==> src/rtl/interrupt_source_ctrl.sv <==
// interrupt_source_ctrl: edge-latched, masked, priority interrupt source controller for the RAT CPU
// Ports: CLK clock; RST_N sync active-low reset; IRQ_IN peripheral request lines;
//   IO_STRB/PORT_ID/OUT_PORT CPU output bus; IN_PORT read mux; INT_ACK ISR entry pulse; INTR request to CPU.
// Registers: MASK at ID_MASK (r/w), PEND at ID_PEND (r, write-1-to-clear), CAUSE at ID_CAUSE (r, write = EOI).
// Option: define IRQ_SYNC_EN to add a two-flop synchronizer in front of edge detection.
module interrupt_source_ctrl #(
  parameter int         NUM_SRC  = 8,
  parameter logic [7:0] ID_MASK  = 8'h30,
  parameter logic [7:0] ID_PEND  = 8'h31,
  parameter logic [7:0] ID_CAUSE = 8'h32
) (
  input  logic               CLK,
  input  logic               RST_N,
  input  logic [NUM_SRC-1:0] IRQ_IN,
  input  logic               IO_STRB,
  input  logic [7:0]         PORT_ID,
  input  logic [7:0]         OUT_PORT,
  output logic [7:0]         IN_PORT,
  input  logic               INT_ACK,
  output logic               INTR
);
  typedef enum logic [1:0] {IDLE, REQ, SERVICE} state_t;
  state_t state, state_n;
  logic [NUM_SRC-1:0] irq, irq_prev, irq_edge, mask, pend, pend_clr, req;
  logic cause_vld;
  logic [2:0] cause_idx, win;
  logic wr_mask, wr_pend, ack, eoi;
`ifdef IRQ_SYNC_EN
  logic [NUM_SRC-1:0] sync1, sync2;
  always_ff @(posedge CLK)
    if (!RST_N) {sync2, sync1} <= '0;
    else {sync2, sync1} <= {sync1, IRQ_IN};
  assign irq = sync2;
`else
  assign irq = IRQ_IN;
`endif
  assign irq_edge = irq & ~irq_prev;
  assign req      = pend & mask;
  assign wr_mask  = IO_STRB && PORT_ID == ID_MASK;
  assign wr_pend  = IO_STRB && PORT_ID == ID_PEND;
  assign ack      = INT_ACK && state == REQ;
  assign eoi      = IO_STRB && PORT_ID == ID_CAUSE && state == SERVICE;
  // An edge arriving in the same cycle as its clear must survive, so the OR comes last.
  assign pend_clr = (wr_pend ? OUT_PORT[NUM_SRC-1:0] : '0) | (ack ? (NUM_SRC'(1) << cause_idx) : '0);
  // Descending scan so the lowest pending-and-enabled index is the final assignment.
  always_comb begin
    win = 3'd0;
    for (int i = NUM_SRC - 1; i >= 0; i--)
      if (req[i]) win = 3'(i);
  end
  always_ff @(posedge CLK)
    if (!RST_N) begin
      irq_prev  <= '0;
      mask      <= '0;
      pend      <= '0;
      cause_vld <= 1'b0;
      cause_idx <= 3'd0;
    end else begin
      irq_prev <= irq;
      pend     <= (pend & ~pend_clr) | irq_edge;
      if (wr_mask) mask <= OUT_PORT[NUM_SRC-1:0];
      if (state == IDLE && |req) {cause_vld, cause_idx} <= {1'b1, win};
      else if (eoi) {cause_vld, cause_idx} <= '0;
    end
  always_ff @(posedge CLK)
    if (!RST_N) state <= IDLE;
    else state <= state_n;
  always_comb
    state_n = state == IDLE    ? (|req ? REQ : IDLE) :
              state == REQ     ? (INT_ACK ? SERVICE : REQ) :
              state == SERVICE ? (eoi ? IDLE : SERVICE) : IDLE;
  always_comb INTR = state == REQ;
  always_comb
    IN_PORT = PORT_ID == ID_MASK  ? 8'(mask) :
              PORT_ID == ID_PEND  ? 8'(pend) :
              PORT_ID == ID_CAUSE ? {cause_vld, 4'b0000, cause_idx} : 8'h00;
endmodule

==> config.mk <==
export PLATFORM = sky130hd
export DESIGN_NAME = interrupt_source_ctrl
export DESIGN_NICKNAME = d
export VERILOG_FILES = /design/src/rtl/interrupt_source_ctrl.sv
export SDC_FILE = /design/constraint.sdc
export NUM_CORES = 1
export LEC_CHECK = 0
export ABC_AREA = 0
export CORE_MARGIN = 4
export CORE_UTILIZATION = 43
export DETAILED_ROUTE_END_ITERATION = 8
export GPL_ROUTABILITY_DRIVEN = 0
export HOLD_SLACK_MARGIN = 0.15
export PLACE_DENSITY = 0.69
export SYNTH_ARGS = -nofsm -noshare
export SYNTH_HDL_FRONTEND = slang
export SYNTH_SLANG_ARGS = --single-unit
==> constraint.sdc <==
create_clock -name CLK -period 2.24 [get_ports CLK]
set_input_delay 0.336 -clock CLK [delete_from_list [all_inputs] [get_ports CLK]]
set_output_delay 0.336 -clock CLK [all_outputs]
set_load 0.03 [all_outputs]
Yosys cells after proc, flatten, opt, wreduce, memory -nomap -nowiden:

Cells that the tools add are included.

* bits in registers: 30
* output and inout bits: 9
* logic and storage cells: 51

* equal/unequal tests: 5
* shifts and indexed selects: 1
* muxes and demuxes: 23
* bitwise logic cells: 7
* reductions and logical operators: 9

Operators by type and width (number)
* 8-bit two-way mux: 5
* 3-bit two-way mux: 10
* 8-bit AND: 3
* 8-bit by 6-bit equality test with 1-bit output, second input constant: 3
* 8-bit inverter: 2
* 8-bit bitwise OR: 2
* 2-bit two-way mux: 5
* 8-bit OR reduction: 1
* 1-bit by 3-bit << shifter with 8-bit output, first input constant: 1
* 1-bit logical AND: 6
* 1-bit two-way mux: 3
* 2-bit by 1-bit equality test with 1-bit output, second input constant: 1
* 2-bit equality test, second input constant: 1
* 2-bit logical NOT: 1
* 2-bit nonzero test: 1

Depth between registers and ports, before layout:

* word-level depth: 10
* gate-level depth with buffers: 6
* depth with buffers taken out: 5

Least setup slack after synthesis:

No wires, ideal clock.

* kind: input-to-output
* start: input port PORT_ID[7]
* end: output port IN_PORT[3]
* arrival time: 1.644 ns
* required time: 1.904 ns
* setup slack: 0.260 ns
* stages: 3
* path through: nor4_4 -> nand3_1 -> nor3_1

* word-level cells in the longest chain between the ends: 3
* elaborated cells on any way between the ends: 4
* those cells by class: 2 x eq/ne; 2 x mux

Ends and longest elaborated chain
* from (decl): line 16 `input logic [7:0] PORT_ID,`
* 8-bit by 6-bit equality test with 1-bit output: line 75 `PORT_ID == ID_PEND ? 8'(pend) :`
* 8-bit two-way mux: line 75
* 8-bit two-way mux (*): line 74 `IN_PORT = PORT_ID == ID_MASK ? 8'(mask) :`
* to (decl): line 18 `output logic [7:0] IN_PORT,`

Mark *: on every way between the ends. The rest lies on a longest branch, timed or not.

Worst setup path after layout:

* start: input port PORT_ID[2]
* end: output port IN_PORT[5]

The elaborated chain is that of the path after synthesis.

==> summary.md <==
| Metric | Value |
|---|---|
| Finished Layout Cells | `between 200 and 300` |
| Pint | `0.870 mW` |
| Flop pwr share | `about half` |
| Largest net degree at the start of global routing | `18` |
| Ys Warns | `0` |
| Share of cells above drive strength 1 | `around an eighth` |
| Synth Area in Compound Gates | `around 15%` |
| Htree depth | `2` |
| Hold EP | `pend[2]$_SDFF_PN0_` |
| Status | `finished, final reports clean` |
| Max-slew headroom | `about three quarters` |
| Main combinational cell family by area after synthesis | `simple AND/OR/NAND/NOR gates` |
| Worst-path clk slew | `approximately 0.10 ns` |
| Worst r2r dst | `pend[3]$_SDFF_PN0_` |
| Die area | `approximately 4400 sq um` |
| Post-synthesis sequential area ratio | `40.9%` |
| Maximum clock insertion buffer count | `2` |
| Global Route Usage Sum | `between 10% and 20%` |
| Post-Synth XOR/XNOR Area | `0%` |
| Routed Antenna Nets | `0` |
| Inserted Clock Buffers | `5` |
| Crit Path Class | `primary input to output port` |
| Reg-to-reg startpoint | `state[0]$_SDFF_PN0_` |
| Fin Hold WS | `slightly above 0.4 ns` |
| Hold path startpoint | `irq_prev[2]$_SDFF_PN0_` |
| Post-CTS Hold Fix Bufs | `0` |
| Post-synth EDFFs | `0` |
| Ys flop type | `dfxtp_1` |
| DR iter-0 viols | `47` |
| RSZ-0062 raised after global routing | `false` |
| Antenna diodes | `0` |
| CP arrival | `1.78 ns` |
| Gr ovfl total | `0` |
| Placed cell count | `approximately 250` |
| Hold Vio Cnt, Final | `0` |
| Power per cell area | `approximately 570 nW/um^2` |
| Wire per inst | `14.4 um` |
| Sw Pwr | `0.256 mW` |
| Fill count | `314` |
| Initial antenna violation count | `0` |
| Die Ht | `66.5 um` |
| R2R depth | `5` |
| Synth cell types | `31` |
| Final worst slack | `roughly 0.13 ns` |
| Clock skew | `roughly 0.0066 ns` |
| Final wirelength | `3760 um` |
| Power, Total | `between 1 and 1.5 mW` |
| Clk sinks | `30` |
| Sw Ratio | `between 20 and 25%` |
| Post-synthesis mux area share | `between 10% and 20%` |
| Worst-margin pin slew | `around 0.36 ns` |
| Startpoint Class | `primary input` |
| Internal reg-to-reg setup slack | `~0.74 ns` |
| Max VDD drop | `about 0.38 mV` |
| Endpoints failing setup | `0` |
| Root buf cell | `clkbuf_4` |
| CTS tree | `built` |
| Post-synth net total | `196` |
| Hpwl dp | `2890 um` |
| Max_cap viols | `0` |
| Hold depth | `1` |
| Die outline width | `roughly 66 um` |
| Final period utilization | `a little over nine tenths` |
| Vias in the first global route | `~1.4k` |
| Num rows | `20` |
| Simple-gate area share of the yosys netlist | `28.9%` |
| Clock share of power | `a little under two fifths` |
| DRC violations left | `0` |
| Setup crit end kind | `output port` |
| Via count | `between 1k and 1.5k` |
| First-pass GRT wire length | `between 6000 and 7000 um` |
| Critical Path RT | `1.90 ns` |
| Final setup TNS | `0 ns` |
| Fmax | `around 470 MHz` |
| Synthesized area | `1470 sq um` |
| Peak fanout along the critical path | `8` |
| IO buf count | `36` |
| Core Footprint | `roughly 3200 sq um` |
| Cells after Synth | `168` |
| Number of synthesized register bits | `30` |
| Hold Crit Class | `register to register` |
| First drt pass iteration count | `4` |
| Final #Nets | `around 240` |
| Clock latency on the worst-skew pair | `around 0.34 ns` |
| Top-Level Pins | `37` |
| Logic pwr share | `11.4%` |
| Initial Util | `a little under half` |
| Synth Area in Adders | `0%` |
| Leak pwr | `just under 0.9 nW` |
| Area grow syn2layout | `35.5%` |
| Post-CTS Resized | `0` |
| Vias per Instance | `5.27` |
| Max Slew Vio Count | `0` |
| Fin crit period | `2.11 ns` |
| Syn_area_per_cell | `8.75 sq um` |
| Setup WS pre-CTS | `about 0.064 ns` |
| Commonest non-fill, non-tap cell in the layout | `dfxtp_1` |
| Ys async rst share | `0%` |
| Most frequent cells in the layout | `30 x dfxtp_1, 28 x clkdlybuf4s50_1, 22 x nand2_1` |
cell type report:
class                      count  area [sq um]  area share, %
clock buffer                   7          45.0           2.26
inverter                       8          30.0           1.51
tap                           44          55.1           2.76
clock inverter                 1          30.0           1.51
sequential                    30           601           30.2
timing repair buffer          47           423           21.2
multi-input combinational    124           808           40.6
flip-flops by register name (all words and copies together), names as in the netlist:
name,flops
irq_prev,8
mask,8
pend,8
cause_vld,1
cause_idx,3
state,2
power groups by stage:
stage	clock network [mW]	registers (mW)	logic, mW
floorplan	0	0.578	0.0556
global placement	0	0.581	0.125
detailed placement	0	0.582	0.128
CTS	0.439	0.570	0.128
global route	0.464	0.572	0.140
finish	0.427	0.571	0.129
timing repair:
item / in CTS / in global routing
endpoints found under the hold margin: 0 / 0
endpoints found under the setup margin: 0 / 2
setup buffers: 0 / 1
cells in the mapped netlist, types with 3 or more instances:
master	count	share of area, %
nand2_1	22	5.6
a21oi_1	6	2.0
a22oi_1	3	1.5
nor3_1	4	1.4
inv_1	8	2.0
a221o_1	4	2.7
o21ai_1	5	1.7
nand3_1	8	2.7
clkbuf_1	4	1.0
o21ai_0	3	1.0
dfxtp_1	30	41
mux2i_1	16	11
nor2b_1	16	6.8
and2_1	5	2.1
nor2_1	12	3.1
logic make-up after synthesis:
family | after synthesis
AO/OA/AOI/OAI | 32
buffers and inverters | 14
flip-flops | 30
multiplexers | 16
AND/OR/NAND/NOR | 76
layer usage:
metal / global-route usage (%) / up-vias / wire [um]
met5: 0 / - / 0
met4: 8.63 / 0 / 71
met3: 7.25 / 8 / 264
met2: 32.0 / 39 / 1770
met1: 21.3 / 644 / 1660
li1: - / 685 / -
worst max path at each step:
stage                          start              endpoint  slack (ns)  cells past startpoint
after floorplan           PORT_ID[7]            IN_PORT[3]        0.26                      3
after global placement    PORT_ID[7]  mask[0]$_SDFFE_PN0P_         0.1                      7
after detailed placement  PORT_ID[7]            IN_PORT[3]        0.06                      6
after CTS                 PORT_ID[7]            IN_PORT[3]        0.05                      6
after global routing      PORT_ID[2]            IN_PORT[5]        0.05                      6
final                     PORT_ID[2]            IN_PORT[5]        0.13                      6
stage by stage:
step / utilization (%) / instance area (sq um)
floorplan: - / 1470
global placement: 60.6 / 1910
detailed placement: 60.6 / 1910
CTS: 62.9 / 1980
global route: 63.2 / 1990
finish: 63.2 / 1990
worst max-delay path: stages:
cell	delay [ns]
clkdlybuf4s50_1	0.46
nor4_4	0.31
nand3_1	0.11
buf_4	0.18
nor3_1	0.19
buf_4	0.19
Note: power is estimated with default switching activity, not from simulation.
